--- src/rtl/sram_fifo_sync.sv ---
// Show-ahead FIFO over an external 1r1w sync SRAM; 2-cycle push-to-head latency, 1 with SRAM_FIFO_BYPASS_EN.
// Push dropped when full; the holding register hides SRAM read latency so pops sustain one per cycle.
module sram_fifo_sync #(
  parameter int WIDTH   = 16,
  parameter int DEPTH   = 256,
  parameter int W_ADDR  = $clog2(DEPTH),
  parameter int W_LEVEL = $clog2(DEPTH + 1)
) (
  input  logic               clk,
  input  logic               rst_n,
  input  logic               push,
  input  logic [WIDTH-1:0]   wdata,
  output logic               full,
  input  logic               pop,
  output logic [WIDTH-1:0]   rdata,
  output logic               empty,
  output logic [W_LEVEL-1:0] level,
  output logic [W_ADDR-1:0]  ram_waddr,
  output logic [WIDTH-1:0]   ram_wdata,
  output logic               ram_wen,
  output logic [W_ADDR-1:0]  ram_raddr,
  output logic               ram_ren,
  input  logic [WIDTH-1:0]   ram_rdata
);

  localparam logic [W_ADDR-1:0]  LAST_ADDR = W_ADDR'(DEPTH - 1);
  localparam logic [W_LEVEL-1:0] FULL_LVL  = W_LEVEL'(DEPTH);

  logic [W_ADDR-1:0]  wptr, rptr;
  logic [W_LEVEL-1:0] mem_count;
  logic               rd_pending, hold_valid;
  logic [WIDTH-1:0]   hold_data;
  logic               head_valid, push_acc, pop_eff, bypass;

  assign head_valid = rd_pending | hold_valid;
  assign empty      = !head_valid;
  assign rdata      = rd_pending ? ram_rdata : hold_data;
  assign level      = mem_count + W_LEVEL'(head_valid);
  assign full       = (level == FULL_LVL);

  assign push_acc = push && !full;
  assign pop_eff  = pop && head_valid;

`ifdef SRAM_FIFO_BYPASS_EN
  // Only legal when nothing older sits in the SRAM or in flight.
  assign bypass = push_acc && (mem_count == '0) && !rd_pending && (!hold_valid || pop_eff);
`else
  assign bypass = 1'b0;
`endif

  assign ram_wen   = push_acc && !bypass;
  assign ram_waddr = wptr;
  assign ram_wdata = wdata;
  assign ram_ren   = (mem_count != '0) && (!head_valid || pop_eff);
  assign ram_raddr = rptr;

  always_ff @(posedge clk) begin
    if (!rst_n) begin
      wptr       <= '0;
      rptr       <= '0;
      mem_count  <= '0;
      rd_pending <= 1'b0;
      hold_valid <= 1'b0;
      hold_data  <= '0;
    end else begin
      if (ram_wen) wptr <= (wptr == LAST_ADDR) ? '0 : wptr + W_ADDR'(1);
      if (ram_ren) rptr <= (rptr == LAST_ADDR) ? '0 : rptr + W_ADDR'(1);
      mem_count  <= mem_count + W_LEVEL'(ram_wen) - W_LEVEL'(ram_ren);
      rd_pending <= ram_ren;
      // A read landing without a pop parks in the holding register.
      if (bypass) begin
        hold_data  <= wdata;
        hold_valid <= 1'b1;
      end else if (rd_pending && !pop_eff) begin
        hold_data  <= ram_rdata;
        hold_valid <= 1'b1;
      end else if (pop_eff) begin
        hold_valid <= 1'b0;
      end
    end
  end

endmodule

--- config.mk ---
export PLATFORM = sky130hd
export DESIGN_NAME = sram_fifo_sync
export DESIGN_NICKNAME = d
export VERILOG_FILES = /design/src/rtl/sram_fifo_sync.sv
export SDC_FILE = /design/constraint.sdc
export NUM_CORES = 1
export LEC_CHECK = 0
export ABC_CLOCK_PERIOD_IN_PS = 7000
export BUFFER_PORTS_ARGS = -buffer_cell sky130_fd_sc_hd__buf_2
export CAP_MARGIN = 20
export CORE_MARGIN = 3
export CORE_UTILIZATION = 45
export CTS_CLUSTER_DIAMETER = 30
export DETAILED_ROUTE_END_ITERATION = 10
export GPL_TIMING_DRIVEN = 0
export HOLD_SLACK_MARGIN = 0.03
export PLACE_DENSITY = 0.8
export SLEW_MARGIN = 15
export SYNTH_ARGS = -nofsm -noshare
export SYNTH_HDL_FRONTEND = slang
export SYNTH_SLANG_ARGS = --single-unit
--- constraint.sdc ---
create_clock -name clk -period 7 [get_ports clk]
set_clock_uncertainty 0.1 [all_clocks]
set_input_delay 0.7 -clock clk [delete_from_list [all_inputs] [get_ports clk]]
set_output_delay 0.7 -clock clk [all_outputs]
set_load 0.005 [all_outputs]
==> impl_metrics.tcl <==
set metrics [dict create \
    routedWlPerCell_um 13.0 \
    finalWirelength_mm 6.00 \
    synth_edf_count 0 \
    dp_cells 454 \
    slew_headroom_pct 64.9 \
    hp-class "reg2reg" \
    area_growth_syn_to_layout_pct 22.9 \
    clk_pin_slew_worst_paths_ps 90 \
    critical_path_class "reg2reg" \
    dp_hpwl_mm 4.61 \
    clockPowerShare_pct 17.1 \
    drive_gt1_share_pct 31.5 \
    grt-ovfl-total 0 \
    top_layer_used "met4" \
    fp-row-count 27 \
    met2WireLength_mm 3.10 \
    die-height_um 82.0 \
    critPathRequiredTime_ps 7110 \
    io_buffer_count 80 \
    cp_slowest_stage_delay_ps 540 \
    cts-root-buf "clkbuf_8" \
    cp_cell_sequence "clkbuf_1 > nor2_1 > inv_1 > ha_1 > ha_1 > or4_1 > or4b_4 > o21a_1 > buf_6 > ha_1 > fa_1 > a21oi_1 > o21bai_1 > a21oi_1 > nor3_1 > or3_1 > a21oi_1" \
    avgSynthCellArea_um2 8.60 \
    numCtsBuffers 5 \
    switching_power_w 0.000396 \
    num_antenna_cells 0 \
    finalCritPeriodShare_pct 69.1 \
    stdcell_count 462 \
    grt_use_total_pct 18.0 \
    wl_met1_mm 2.46 \
    start_kind "flip-flop" \
    worstSetupEndpointType "flip-flop" \
    crit_fanout 10 \
    netlist_instances 302 \
    clock_sinks 43 \
    core_um2 5540 \
    p_seq_share_pct 32.5 \
    synth_most_common_cell "dfxtp_1" \
    cts_tree "done" \
    drv_slew 0 \
    syn_area_um2 2600 \
    synthTopCellsByArea "dfxtp_1 (33%), ha_1 (11%), mux2_2 (6.9%), nand2_1 (5.6%), a21oi_1 (5.0%)" \
    tns_ps 0 \
    nets 448 \
    powerDensity_nw_per_um2 320 \
    h-tree-depth 2 \
    power_frac_comb_pct 50.4 \
    fmax_mhz 207 \
    fin_area_um2 3190 \
    cp.arrival_ps 4950 \
    yosysTopAreaCellShare_pct 33.2 \
    swShare_pct 38.7 \
    clockBufferDepth 2 \
    async_flop_share_pct 0 \
    yosysTopAreaCell "dfxtp_1" \
    grt_start_max_net_pins 14 \
    tightest_slew_ps 526 \
    period_needed_ps 4840 \
    synth.yosys.seq_area_share_pct 33.2 \
    drcViolationCount 0 \
    ant_nets 0 \
    routed-wl-met3_um 372 \
    intPower_w 0.000626 \
    status "finished, final reports clean" \
    synth_cell_types 45 \
    p_leak_nw 1.52 \
    synth_common_cells "dfxtp_1 (43), nand2_1 (39), a21oi_1 (26), ha_1 (22), nor2_1 (22)" \
    grt_pass1_vias 2256 \
    rsz0062_at_grt "false" \
    grt_pass1_wl_mm 9.78 \
    vdd_ir_drop_max_uv 192 \
    post_cts_resized 0 \
    finalHoldViolCount 0 \
    dr_total_vias 2380 \
    clk_latency_ps 290 \
    synth-main-ff-cell "dfxtp_1" \
    drtPass1Iterations 4 \
    crit_slowest_cell "or4b_4" \
    place_congestion 0.802 \
    synth_seq_cells 43 \
    ys_warn_count 0 \
    initial_core_util_pct 46.9 \
    via_per_inst 5.15 \
    die_w_um 82.0 \
    drv_cap 0 \
    antenna_found_initial 0 \
    first_iter_violations 87 \
    final_util_pct 57.6 \
    syn-num-nets 361 \
    io_pins 97 \
    postCtsSetupBuffers 0 \
    post_dp_cell_area_um2 3090 \
    cts_hold_buf 0 \
    setup_viol 0 \
    die-area_um2 6720 \
]
## placed cells by master, fill, tap and decap left out, types with 2 or more instances in the layout
cell      netlist  final
buf_2           0     80
dfxtp_1        43     43
nand2_1        39     39
a21oi_1        26     26
nor2_1         22     22
ha_1           22     22
mux2_2         16     16
buf_4          16     16
inv_1          14     14
xnor2_1        12     12
clkbuf_1       11     11
nand3_1         8      8
xor2_1          7      7
clkbuf_8        0      7
o21ai_0         5      5
nand4_1         5      5
and3_1          4      4
and2_1          4      4
or4_1           3      3
and3b_1         3      3
o21a_1          3      3
a41oi_1         3      3
mux2i_1         3      3
o21bai_1        3      3
o211ai_1        3      3
a21boi_1        2      2
or3_1           2      2
nand2b_1        2      2
o31ai_1         2      2
nor3_1          2      2
## flip-flops by register name, summed over array words and instances, names as in the netlist
name and flops:
rd_pending 1, hold_valid 1, ram_waddr 8, ram_raddr 8, hold_data 16, mem_count 9
## power groups by stage
stage	sequential, W	clock [W]	combinational [W]
6_report	0.000333	0.000175	0.000515
2_1_floorplan	0.000326	0	0.000373
4_1_cts	0.000333	0.000179	0.000518
3_5_place_dp	0.000338	0	0.000504
3_3_place_gp	0.000337	0	0.000485
5_1_grt	0.000340	0.000189	0.000581
## area by class of cell
class,instances,area (µm²)
Clock inverter,1,7.51
Sequential cell,43,861
Timing Repair Buffer,80,400
Inverter,14,52.6
Buffer,29,176
Multi-Input combinational cell,216,1510
Tap cell,72,90.1
Clock buffer,7,96.3
Fill cell,518,2350
## critical path, delay by kind of cell (launching register included)
| kind | cells | cell delay, ps |
|---|---|---|
| flops | 1 | 320 |
| buf+inv | 3 | 620 |
| simple gates | 5 | 1650 |
| fa+ha+maj | 4 | 1180 |
| compound gates | 5 | 880 |
## path summary, 6_finish.rpt
| path | startpoint | to | slack [ps] | cells past startpoint |
|---|---|---|---|---|
| max reg2reg | rd_pending | mem_count[8] | 2160 | 17 |
| max | rd_pending | mem_count[8] | 2160 | 17 |
| min | hold_data[10] | hold_data[10] | 360 | 2 |
| min reg2reg | hold_data[10] | hold_data[10] | 360 | 2 |
## logic make-up (layout without fill, tap and decap cells)
group	after synthesis	in the layout	synth area share [%]
flops	43	43	33.2
xor+xnor	19	19	6.41
fa+ha+maj	23	23	11.4
compound gates	54	54	13.0
buf+inv	43	131	8.82
mux	19	19	8.10
simple gates	101	101	19.1
## stage by stage
stage | total power [W] | hold slack [ps] | worst slack [ps]
5_1_grt | 0.00111 | 380 | 1830
4_1_cts | 0.00103 | 360 | 2180
3_5_place_dp | 0.000843 | 347 | 2370
3_3_place_gp | 0.000822 | 341 | 2440
6_report | 0.00102 | 358 | 2160
2_1_floorplan | 0.000699 | 334 | 2690
## layer usage
layer | GRT usage, % | vias up
li1 | - | 1198
met1 | 21.1 | 1099
met2 | 32.6 | 77
met3 | 3.18 | 6
met4 | 6.31 | 0
met5 | 0 | -
Power figures use the tool's default switching activity.
